$ cat src/rtl/mips_pkg.sv
// Shared multicycle MIPS definitions: FSM states, instruction fields, ALU codes
// and datapath mux encodings used by the controller and the ALU.
package mips_pkg;

    localparam int unsigned ALU_CTRL_W = 4;

    typedef enum logic [3:0] {
        S_FETCH,
        S_DECODE,
        S_REXEC,
        S_RWB,
        S_MEMADR,
        S_MEMRD,
        S_MEMWB,
        S_MEMWR,
        S_BRANCH,
        S_IEXEC,
        S_IWB,
        S_JUMP,
        S_TRAP
    } state_e;

    typedef enum logic [1:0] {
        CLS_ADD,
        CLS_SUB,
        CLS_RTYPE,
        CLS_ITYPE
    } alu_cls_e;

    localparam logic [5:0] OP_RTYPE = 6'h00;
    localparam logic [5:0] OP_J     = 6'h02;
    localparam logic [5:0] OP_BEQ   = 6'h04;
    localparam logic [5:0] OP_BNE   = 6'h05;
    localparam logic [5:0] OP_ADDI  = 6'h08;
    localparam logic [5:0] OP_ADDIU = 6'h09;
    localparam logic [5:0] OP_SLTI  = 6'h0A;
    localparam logic [5:0] OP_ANDI  = 6'h0C;
    localparam logic [5:0] OP_ORI   = 6'h0D;
    localparam logic [5:0] OP_LW    = 6'h23;
    localparam logic [5:0] OP_SW    = 6'h2B;

    localparam logic [5:0] F_SLL  = 6'h00;
    localparam logic [5:0] F_SRL  = 6'h02;
    localparam logic [5:0] F_ADD  = 6'h20;
    localparam logic [5:0] F_ADDU = 6'h21;
    localparam logic [5:0] F_SUB  = 6'h22;
    localparam logic [5:0] F_SUBU = 6'h23;
    localparam logic [5:0] F_AND  = 6'h24;
    localparam logic [5:0] F_OR   = 6'h25;
    localparam logic [5:0] F_NOR  = 6'h27;
    localparam logic [5:0] F_SLT  = 6'h2A;

    localparam logic [ALU_CTRL_W-1:0] ALU_AND = 4'b0000;
    localparam logic [ALU_CTRL_W-1:0] ALU_OR  = 4'b0001;
    localparam logic [ALU_CTRL_W-1:0] ALU_ADD = 4'b0010;
    localparam logic [ALU_CTRL_W-1:0] ALU_SLL = 4'b0011;
    localparam logic [ALU_CTRL_W-1:0] ALU_SRL = 4'b0100;
    localparam logic [ALU_CTRL_W-1:0] ALU_SUB = 4'b0110;
    localparam logic [ALU_CTRL_W-1:0] ALU_SLT = 4'b0111;
    localparam logic [ALU_CTRL_W-1:0] ALU_NOR = 4'b1100;

    localparam logic [1:0] ASB_B      = 2'b00;
    localparam logic [1:0] ASB_FOUR   = 2'b01;
    localparam logic [1:0] ASB_IMM    = 2'b10;
    localparam logic [1:0] ASB_IMM_SH = 2'b11;

    localparam logic [1:0] PCS_ALU    = 2'b00;
    localparam logic [1:0] PCS_ALUOUT = 2'b01;
    localparam logic [1:0] PCS_JUMP   = 2'b10;

    // Which operation family the ALU decoder should use in a given state.
    function automatic alu_cls_e state_class(state_e s);
        case (s)
            S_REXEC:  return CLS_RTYPE;
            S_IEXEC:  return CLS_ITYPE;
            S_BRANCH: return CLS_SUB;
            default:  return CLS_ADD;
        endcase
    endfunction

endpackage

$ cat src/rtl/mc_ctrl_fsm_if.sv
// Control/status bundle between the multicycle controller (master) and the
// datapath, ALU and shared memory (slave).
interface mc_ctrl_fsm_if;
    import mips_pkg::*;

    logic [5:0]            opcode;
    logic [5:0]            funct;
    logic                  zero;
    logic                  overflow;
    logic                  mem_ready;
    logic                  mem_req;
    logic                  mem_we;
    logic                  iord;
    logic                  ir_write;
    logic                  reg_write;
    logic                  reg_dst;
    logic                  mem_to_reg;
    logic                  alu_src_a;
    logic [1:0]            alu_src_b;
    logic [1:0]            pc_src;
    logic                  pc_en;
    logic [ALU_CTRL_W-1:0] alu_ctrl;
    logic                  exc;

    modport master (
        input  opcode, funct, zero, overflow, mem_ready,
        output mem_req, mem_we, iord, ir_write, reg_write, reg_dst, mem_to_reg,
               alu_src_a, alu_src_b, pc_src, pc_en, alu_ctrl, exc
    );

    modport slave (
        output opcode, funct, zero, overflow, mem_ready,
        input  mem_req, mem_we, iord, ir_write, reg_write, reg_dst, mem_to_reg,
               alu_src_a, alu_src_b, pc_src, pc_en, alu_ctrl, exc
    );

endinterface

$ cat src/rtl/mc_ctrl_fsm_alu_dec.sv
// ALU operation decoder: maps the controller's state class plus opcode/funct
// to an ALU code, flagging R-type funct values the ALU cannot execute.
module alu_dec
    import mips_pkg::*;
(
    input  alu_cls_e               cls,
    input  logic [5:0]             opcode,
    input  logic [5:0]             funct,
    output logic [ALU_CTRL_W-1:0]  alu_ctrl,
    output logic                   illegal_funct
);

    always_comb begin
        alu_ctrl      = ALU_ADD;
        illegal_funct = 1'b0;
        case (cls)
            CLS_SUB: alu_ctrl = ALU_SUB;
            CLS_RTYPE: begin
                case (funct)
                    F_ADD, F_ADDU: alu_ctrl = ALU_ADD;
                    F_SUB, F_SUBU: alu_ctrl = ALU_SUB;
                    F_AND:         alu_ctrl = ALU_AND;
                    F_OR:          alu_ctrl = ALU_OR;
                    F_NOR:         alu_ctrl = ALU_NOR;
                    F_SLT:         alu_ctrl = ALU_SLT;
                    F_SLL:         alu_ctrl = ALU_SLL;
                    F_SRL:         alu_ctrl = ALU_SRL;
                    default:       illegal_funct = 1'b1;
                endcase
            end
            CLS_ITYPE: begin
                case (opcode)
                    OP_ANDI: alu_ctrl = ALU_AND;
                    OP_ORI:  alu_ctrl = ALU_OR;
                    OP_SLTI: alu_ctrl = ALU_SLT;
                    default: alu_ctrl = ALU_ADD;
                endcase
            end
            default: alu_ctrl = ALU_ADD;
        endcase
    end

endmodule

$ cat src/rtl/mc_ctrl_fsm.sv
// Multicycle MIPS control unit: Moore FSM sequencing fetch/decode/execute/
// memory/writeback, with pc_en and ir_write qualified by mem_ready/zero.
module mc_ctrl_fsm
    import mips_pkg::*;
#(
    parameter int unsigned ALU_CTRL_W     = 4,
    parameter logic [1:0]  EXC_VECTOR_SEL = 2'b11
) (
    input  logic          clk,
    input  logic          rst,
    mc_ctrl_fsm_if.master bus
);

    state_e                 state_q, state_d;
    logic [ALU_CTRL_W-1:0]  alu_code;
    logic                   illegal_funct;
    logic                   ovf_trap_funct;

    alu_dec u_alu_dec (
        .cls           (state_class(state_q)),
        .opcode        (bus.opcode),
        .funct         (bus.funct),
        .alu_ctrl      (alu_code),
        .illegal_funct (illegal_funct)
    );

    // Only the trapping forms (add/sub) honour overflow; addu/subu ignore it.
    assign ovf_trap_funct = (bus.funct == F_ADD) || (bus.funct == F_SUB);

    always_ff @(posedge clk) begin
        if (rst) state_q <= S_FETCH;
        else     state_q <= state_d;
    end

    always_comb begin
        state_d = state_q;
        case (state_q)
            S_FETCH:  if (bus.mem_ready) state_d = S_DECODE;
            S_DECODE: begin
                case (bus.opcode)
                    OP_RTYPE:                                 state_d = S_REXEC;
                    OP_LW, OP_SW:                             state_d = S_MEMADR;
                    OP_BEQ, OP_BNE:                           state_d = S_BRANCH;
                    OP_ADDI, OP_ADDIU, OP_ANDI, OP_ORI, OP_SLTI: state_d = S_IEXEC;
                    OP_J:                                     state_d = S_JUMP;
                    default:                                  state_d = S_TRAP;
                endcase
            end
            S_REXEC: begin
                if (illegal_funct || (ovf_trap_funct && bus.overflow)) state_d = S_TRAP;
                else                                                   state_d = S_RWB;
            end
            S_MEMADR: state_d = (bus.opcode == OP_SW) ? S_MEMWR : S_MEMRD;
            S_MEMRD:  if (bus.mem_ready) state_d = S_MEMWB;
            S_MEMWR:  if (bus.mem_ready) state_d = S_FETCH;
            S_IEXEC: begin
                if ((bus.opcode == OP_ADDI) && bus.overflow) state_d = S_TRAP;
                else                                         state_d = S_IWB;
            end
            default:  state_d = S_FETCH;
        endcase
    end

    always_comb begin
        bus.mem_req    = 1'b0;
        bus.mem_we     = 1'b0;
        bus.iord       = 1'b0;
        bus.ir_write   = 1'b0;
        bus.reg_write  = 1'b0;
        bus.reg_dst    = 1'b0;
        bus.mem_to_reg = 1'b0;
        bus.alu_src_a  = 1'b0;
        bus.alu_src_b  = ASB_B;
        bus.pc_src     = PCS_ALU;
        bus.pc_en      = 1'b0;
        bus.alu_ctrl   = alu_code;
        bus.exc        = 1'b0;
        case (state_q)
            S_FETCH: begin
                bus.mem_req   = 1'b1;
                bus.alu_src_b = ASB_FOUR;
                bus.ir_write  = bus.mem_ready;
                bus.pc_en     = bus.mem_ready;
            end
            S_DECODE: bus.alu_src_b = ASB_IMM_SH;
            S_REXEC:  bus.alu_src_a = 1'b1;
            S_RWB: begin
                bus.reg_write = 1'b1;
                bus.reg_dst   = 1'b1;
            end
            S_MEMADR: begin
                bus.alu_src_a = 1'b1;
                bus.alu_src_b = ASB_IMM;
            end
            S_MEMRD: begin
                bus.mem_req = 1'b1;
                bus.iord    = 1'b1;
            end
            S_MEMWB: begin
                bus.reg_write  = 1'b1;
                bus.mem_to_reg = 1'b1;
            end
            S_MEMWR: begin
                bus.mem_req = 1'b1;
                bus.mem_we  = 1'b1;
                bus.iord    = 1'b1;
            end
            S_BRANCH: begin
                bus.alu_src_a = 1'b1;
                bus.pc_src    = PCS_ALUOUT;
                bus.pc_en     = (bus.opcode == OP_BNE) ? ~bus.zero : bus.zero;
            end
            S_IEXEC: begin
                bus.alu_src_a = 1'b1;
                bus.alu_src_b = ASB_IMM;
            end
            S_IWB:  bus.reg_write = 1'b1;
            S_JUMP: begin
                bus.pc_src = PCS_JUMP;
                bus.pc_en  = 1'b1;
            end
            S_TRAP: begin
                bus.exc    = 1'b1;
                bus.pc_src = EXC_VECTOR_SEL;
                bus.pc_en  = 1'b1;
            end
            default: ;
        endcase
        if (rst) begin
            bus.mem_req    = 1'b0;
            bus.mem_we     = 1'b0;
            bus.iord       = 1'b0;
            bus.ir_write   = 1'b0;
            bus.reg_write  = 1'b0;
            bus.reg_dst    = 1'b0;
            bus.mem_to_reg = 1'b0;
            bus.alu_src_a  = 1'b0;
            bus.alu_src_b  = '0;
            bus.pc_src     = '0;
            bus.pc_en      = 1'b0;
            bus.alu_ctrl   = '0;
            bus.exc        = 1'b0;
        end
    end

endmodule

$ cat src/flat_wrapper.sv
// flat-port wrapper written by rule: the top's interface ports become plain ports
module mc_ctrl_fsm_flat import mips_pkg::*;
#(
    parameter int unsigned ALU_CTRL_W     = 4,
    parameter logic [1:0]  EXC_VECTOR_SEL = 2'b11
)
  (clk, rst, bus_opcode, bus_funct, bus_zero, bus_overflow, bus_mem_ready, bus_mem_req, bus_mem_we, bus_iord, bus_ir_write, bus_reg_write, bus_reg_dst, bus_mem_to_reg, bus_alu_src_a, bus_alu_src_b, bus_pc_src, bus_pc_en, bus_alu_ctrl, bus_exc);
  mc_ctrl_fsm_if bus_i ();
  input  logic clk;
  input  logic rst;
  input wire logic [$bits(bus_i.opcode)-1:0] bus_opcode;
  input wire logic [$bits(bus_i.funct)-1:0] bus_funct;
  input wire logic [$bits(bus_i.zero)-1:0] bus_zero;
  input wire logic [$bits(bus_i.overflow)-1:0] bus_overflow;
  input wire logic [$bits(bus_i.mem_ready)-1:0] bus_mem_ready;
  output wire logic [$bits(bus_i.mem_req)-1:0] bus_mem_req;
  output wire logic [$bits(bus_i.mem_we)-1:0] bus_mem_we;
  output wire logic [$bits(bus_i.iord)-1:0] bus_iord;
  output wire logic [$bits(bus_i.ir_write)-1:0] bus_ir_write;
  output wire logic [$bits(bus_i.reg_write)-1:0] bus_reg_write;
  output wire logic [$bits(bus_i.reg_dst)-1:0] bus_reg_dst;
  output wire logic [$bits(bus_i.mem_to_reg)-1:0] bus_mem_to_reg;
  output wire logic [$bits(bus_i.alu_src_a)-1:0] bus_alu_src_a;
  output wire logic [$bits(bus_i.alu_src_b)-1:0] bus_alu_src_b;
  output wire logic [$bits(bus_i.pc_src)-1:0] bus_pc_src;
  output wire logic [$bits(bus_i.pc_en)-1:0] bus_pc_en;
  output wire logic [$bits(bus_i.alu_ctrl)-1:0] bus_alu_ctrl;
  output wire logic [$bits(bus_i.exc)-1:0] bus_exc;
  assign bus_i.opcode = bus_opcode;
  assign bus_i.funct = bus_funct;
  assign bus_i.zero = bus_zero;
  assign bus_i.overflow = bus_overflow;
  assign bus_i.mem_ready = bus_mem_ready;
  assign bus_mem_req = bus_i.mem_req;
  assign bus_mem_we = bus_i.mem_we;
  assign bus_iord = bus_i.iord;
  assign bus_ir_write = bus_i.ir_write;
  assign bus_reg_write = bus_i.reg_write;
  assign bus_reg_dst = bus_i.reg_dst;
  assign bus_mem_to_reg = bus_i.mem_to_reg;
  assign bus_alu_src_a = bus_i.alu_src_a;
  assign bus_alu_src_b = bus_i.alu_src_b;
  assign bus_pc_src = bus_i.pc_src;
  assign bus_pc_en = bus_i.pc_en;
  assign bus_alu_ctrl = bus_i.alu_ctrl;
  assign bus_exc = bus_i.exc;
  mc_ctrl_fsm #(.ALU_CTRL_W(ALU_CTRL_W), .EXC_VECTOR_SEL(EXC_VECTOR_SEL)) u_core (.clk(clk), .rst(rst), .bus(bus_i));
endmodule
$ cat config.mk
export PLATFORM = sky130hd
export DESIGN_NAME = mc_ctrl_fsm_flat
export DESIGN_NICKNAME = d
export VERILOG_FILES = /design/src/rtl/mips_pkg.sv /design/src/rtl/mc_ctrl_fsm_if.sv /design/src/rtl/mc_ctrl_fsm_alu_dec.sv /design/src/rtl/mc_ctrl_fsm.sv /design/src/flat_wrapper.sv
export SDC_FILE = /design/constraint.sdc
export NUM_CORES = 1
export LEC_CHECK = 0
export ABC_AREA = 1
export CAP_MARGIN = 20
export CORE_UTILIZATION = 60
export DETAILED_ROUTE_END_ITERATION = 10
export DONT_BUFFER_PORTS = 1
export PLACE_DENSITY = 0.87
export REMOVE_ABC_BUFFERS = 1
export SYNTH_ARGS = -nofsm -noshare
export SYNTH_HDL_FRONTEND = slang
export SYNTH_SLANG_ARGS = --single-unit
$ cat constraint.sdc
create_clock -name clk -period 2.6 [get_ports clk]
set_input_delay 0.52 -clock clk [delete_from_list [all_inputs] [get_ports clk]]
set_output_delay 0.52 -clock clk [all_outputs]
set_load 0.02 [all_outputs]
==> report_table.html, run 1 <==
<table>
<tr><th>Metric</th><th>Value</th></tr>
<tr><th colspan="2">Run status</th></tr>
<tr><td>Result of the run</td><td>finished clean</td></tr>
<tr><th colspan="2">Floorplan</th></tr>
<tr><td>Die extent in x</td><td>between 30 and 40 um</td></tr>
<tr><td>Ports placed on the boundary</td><td>35</td></tr>
<tr><td>Die span in y</td><td>39.8 um</td></tr>
<tr><td>Placement Rows</td><td>13</td></tr>
<tr><td>Area of the die</td><td>0.00158 mm^2</td></tr>
<tr><td>Core area</td><td>0.00132 mm^2</td></tr>
<tr><td>Effective utilization at floorplan</td><td>0.651</td></tr>
<tr><th colspan="2">Clock network</th></tr>
<tr><td>Post-CTS resize count</td><td>0</td></tr>
<tr><td>Number of post-CTS setup repair buffers</td><td>0</td></tr>
<tr><td>Largest buffer count on any clock path</td><td>2</td></tr>
<tr><td>CTS sink count</td><td>4</td></tr>
<tr><td>CTS tree</td><td>built</td></tr>
<tr><td>Worst-skew pair later-pin latency</td><td>230 ps</td></tr>
<tr><td>Cell at the root of the clock tree</td><td>sky130_fd_sc_hd__clkbuf_4</td></tr>
<tr><td>Hold-fix buffers at CTS</td><td>0</td></tr>
<tr><td>CTS Buf Count</td><td>3</td></tr>
<tr><td>Clk pin slew, worst setup/hold paths</td><td>30 ps</td></tr>
<tr><td>Total number of H-tree levels</td><td>1</td></tr>
<tr><th colspan="2">Routing</th></tr>
<tr><td>Count of antenna-violating nets left after detailed routing</td><td>0</td></tr>
<tr><td>Iteration-0 DRC count of the detailed router</td><td>32</td></tr>
<tr><td>Number of vias per cell</td><td>5.83</td></tr>
<tr><td>Final WL</td><td>1.97 mm</td></tr>
<tr><td>Via count</td><td>1,026</td></tr>
<tr><td>DRC viols</td><td>0</td></tr>
<tr><td>First-pass iteration count of the detailed router</td><td>4</td></tr>
<tr><td>Wirelength per Cell</td><td>11.2 um</td></tr>
<tr><th colspan="2">Global routing</th></tr>
<tr><td>Antenna violations before repair</td><td>0</td></tr>
<tr><td>Global-route usage over all layers</td><td>0.266</td></tr>
<tr><td>Wire length of the first global-routing pass</td><td>just under 3 mm</td></tr>
<tr><td>Via count of the first global-routing pass</td><td>761</td></tr>
<tr><td>Pin count of the biggest net entering global routing</td><td>20</td></tr>
<tr><td>Aggregate global routing overflow</td><td>0</td></tr>
<tr><th colspan="2">Setup path</th></tr>
<tr><td>Critical Path RT</td><td>about 2100 ps</td></tr>
<tr><td>Arr. time, crit path</td><td>between 1500 and 2000 ps</td></tr>
<tr><td>Largest incremental delay on the critical path</td><td>540 ps</td></tr>
<tr><td>CP endpoint kind</td><td>output pin</td></tr>
<tr><td>Setup slack, reg-to-reg</td><td>1030 ps</td></tr>
<tr><td>Cell at the slowest stage of the critical path</td><td>sky130_fd_sc_hd__dfxtp_1</td></tr>
<tr><td>Setup crit start kind</td><td>flip-flop</td></tr>
<tr><td>Cells along the critical path</td><td>clkinv_2, nand2_4, nor2_8, o31ai_1, o21ai_0</td></tr>
<tr><td>Critical-path maximum fanout</td><td>10</td></tr>
<tr><td>Worst Setup Path Type</td><td>flip-flop to output pin</td></tr>
<tr><th colspan="2">Placement</th></tr>
<tr><td>Number of buffer cells added on primary ports</td><td>0</td></tr>
<tr><td>Post-Place Worst Slack</td><td>roughly 380 ps</td></tr>
<tr><td>Post-DP HPWL</td><td>1.66 mm</td></tr>
<tr><td>Final Wtd Congestion</td><td>0.986</td></tr>
<tr><th colspan="2">Final layout</th></tr>
<tr><td>Flip-flop count of the largest register, all copies and words added</td><td>4</td></tr>
<tr><td>Leading cell type in the layout, fill and taps excluded</td><td>sky130_fd_sc_hd__nand2_1</td></tr>
<tr><td>Fraction of layout cells with a size suffix above 1</td><td>0.124</td></tr>
<tr><td>Final layout net count</td><td>180</td></tr>
<tr><td>Highest-count cells in the layout ignoring fill and taps</td><td>31 x sky130_fd_sc_hd__nand2_1, 27 x sky130_fd_sc_hd__nor2_1, 18 x sky130_fd_sc_hd__inv_1, 18 x sky130_fd_sc_hd__nand3_1</td></tr>
<tr><td>Synth-to-layout area growth</td><td>2.19%</td></tr>
<tr><td>Diodes inserted</td><td>0</td></tr>
<tr><td>Regs by FF count</td><td>u_core.state_q (4)</td></tr>
<tr><td>Register with the most flip-flops</td><td>u_core.state_q</td></tr>
<tr><th colspan="2">Yosys</th></tr>
<tr><td>Yosys warns</td><td>0</td></tr>
<tr><td>Synth Register Bits</td><td>4</td></tr>
<tr><td>Number of instances in the synthesized netlist</td><td>161</td></tr>
<tr><td>Syn avg cell area</td><td>between 5 and 6 um^2</td></tr>
<tr><td>Register area share after synthesis</td><td>0.0934</td></tr>
<tr><td>Async set-or-reset flop fraction in the synthesized netlist</td><td>0</td></tr>
<tr><td>Post-synth EDFFs</td><td>0</td></tr>
<tr><td>Ys flop type</td><td>sky130_fd_sc_hd__dfxtp_1</td></tr>
<tr><td>Distinct cell type count of the synthesized netlist</td><td>29</td></tr>
<tr><td>Post-synth design cell area</td><td>857 um^2</td></tr>
<tr><th colspan="2">Timing</th></tr>
<tr><td>Final slew viol count</td><td>0</td></tr>
<tr><td>Final count of negative-setup-slack endpoints</td><td>0</td></tr>
<tr><td>Setup Total Neg Slack</td><td>0 ps</td></tr>
<tr><td>Unrepaired setup endpoints after global routing</td><td>false</td></tr>
<tr><td>Final worst path period share</td><td>0.942</td></tr>
<tr><td>Count of endpoints failing hold in the final timing report</td><td>0</td></tr>
<tr><td>Actual transition at the worst max-transition pin</td><td>around 640 ps</td></tr>
<tr><td>Maximum clock skew at final layout</td><td>1.30 ps</td></tr>
<tr><td>Final critical path time including I/O delays and setup</td><td>2450 ps</td></tr>
<tr><td>Rel. slew slack</td><td>0.571</td></tr>
<tr><td>Final critical-path setup slack</td><td>151 ps</td></tr>
<tr><td>F_max</td><td>around 410 MHz</td></tr>
<tr><th colspan="2">Pwr</th></tr>
<tr><td>Largest vdd supply drop</td><td>0.000547 V</td></tr>
<tr><td>Total power per unit cell area</td><td>slightly above 700 mW/mm^2</td></tr>
<tr><td>P_leak</td><td>0.392 nW</td></tr>
<tr><th colspan="2">Run</th></tr>
<tr><td>Max-cap viol count</td><td>0</td></tr>
<tr><th colspan="2">Worst hold path</th></tr>
<tr><td>Worst Hold Class</td><td>input pin to flip-flop</td></tr>
</table>
[final timing paths]
| path | start | end | cells past startpoint |
|---|---|---|---|
| setup / recovery | u_core.state_q[0] | bus_alu_src_a | 5 |
| hold / removal | rst | u_core.state_q[2] | 1 |
| setup reg to reg | u_core.state_q[1] | u_core.state_q[0] | 10 |
| hold reg to reg | u_core.state_q[0] | u_core.state_q[2] | 2 |
[layer usage]
layer | vias to the layer above | GRT usage | share of wire
met4 | 0 | 0.0862 | 0.0041
met5 | - | 0 | 0
li1 | 544 | - | -
met1 | 436 | 0.357 | 0.44
met2 | 44 | 0.451 | 0.47
met3 | 2 | 0.00568 | 0.087
[cells by family (layout without fill, tap and decap cells)]
group | Yosys count | after routing | share of synthesized area
and+or+nand+nor | 103 | 103 | 0.587
AOI/OAI and AO/OA | 27 | 27 | 0.181
buffers and inverters | 27 | 27 | 0.139
DFF | 4 | 4 | 0.0934
[Yosys cell counts, types with 2 or more instances]
cell	number	share of area
sky130_fd_sc_hd__a21oi_1	10	0.058
sky130_fd_sc_hd__buf_6	2	0.026
sky130_fd_sc_hd__clkinv_2	2	0.012
sky130_fd_sc_hd__dfxtp_1	4	0.093
sky130_fd_sc_hd__inv_1	18	0.079
sky130_fd_sc_hd__inv_2	3	0.013
sky130_fd_sc_hd__nand2_1	31	0.14
sky130_fd_sc_hd__nand2_4	2	0.026
sky130_fd_sc_hd__nand3_1	18	0.11
sky130_fd_sc_hd__nand3b_1	2	0.018
sky130_fd_sc_hd__nand4_1	6	0.044
sky130_fd_sc_hd__nor2_1	27	0.12
sky130_fd_sc_hd__nor2_2	2	0.015
sky130_fd_sc_hd__nor2_4	2	0.026
sky130_fd_sc_hd__nor3_1	10	0.058
sky130_fd_sc_hd__o211ai_1	2	0.018
sky130_fd_sc_hd__o21ai_0	7	0.041
sky130_fd_sc_hd__o21ai_1	2	0.012
[report_power, final]
part	internal, mW	total [mW]	switching (mW)
Sequential	0.0814	0.117	0.0361
Clock	0.0513	0.0720	0.0207
Combinational	0.135	0.447	0.313
[critical path: cells and delay by family (launching register included)]
family | cells | cell delay (ps)
and+or+nand+nor | 2 | 180
AOI/OAI and AO/OA | 2 | 820
buffers and inverters | 1 | 160
DFF | 1 | 540
[area by class of cell]
type / instances / area [um^2]
fillers: 131 / 442
inverters: 23 / 88.8
repair buffers: 1 / 7.51
clock buffers: 3 / 22.5
flip-flops and latches: 4 / 80.1
multi-input cells: 130 / 658
well taps: 15 / 18.8
[metrics by stage]
stage / cells / hold slack, ps / area [um^2] / util / total power, mW
6_report: 176 / 359 / 876 / 0.665 / 0.637
4_1_cts: 176 / 352 / 876 / 0.665 / 0.638
3_5_place_dp: 173 / 586 / 853 / 0.648 / 0.563
2_1_floorplan: 157 / 581 / 827 / - / 0.490
3_3_place_gp: 173 / 588 / 853 / 0.648 / 0.558
5_1_grt: 176 / 352 / 876 / 0.665 / 0.693
(Power assumes the default switching activity.)
==> inputs of run 2 (changes only) <==
- SLEW_MARGIN: unset -> 20
==> results of run 2 <==
Final layout, timing and power as in run 1 (identical DEF).
==> inputs of run 3 (changes only) <==
- SKIP_CTS_REPAIR_TIMING: unset -> 1
==> results of run 3 <==
Final layout, timing and power as in run 1 (identical DEF).
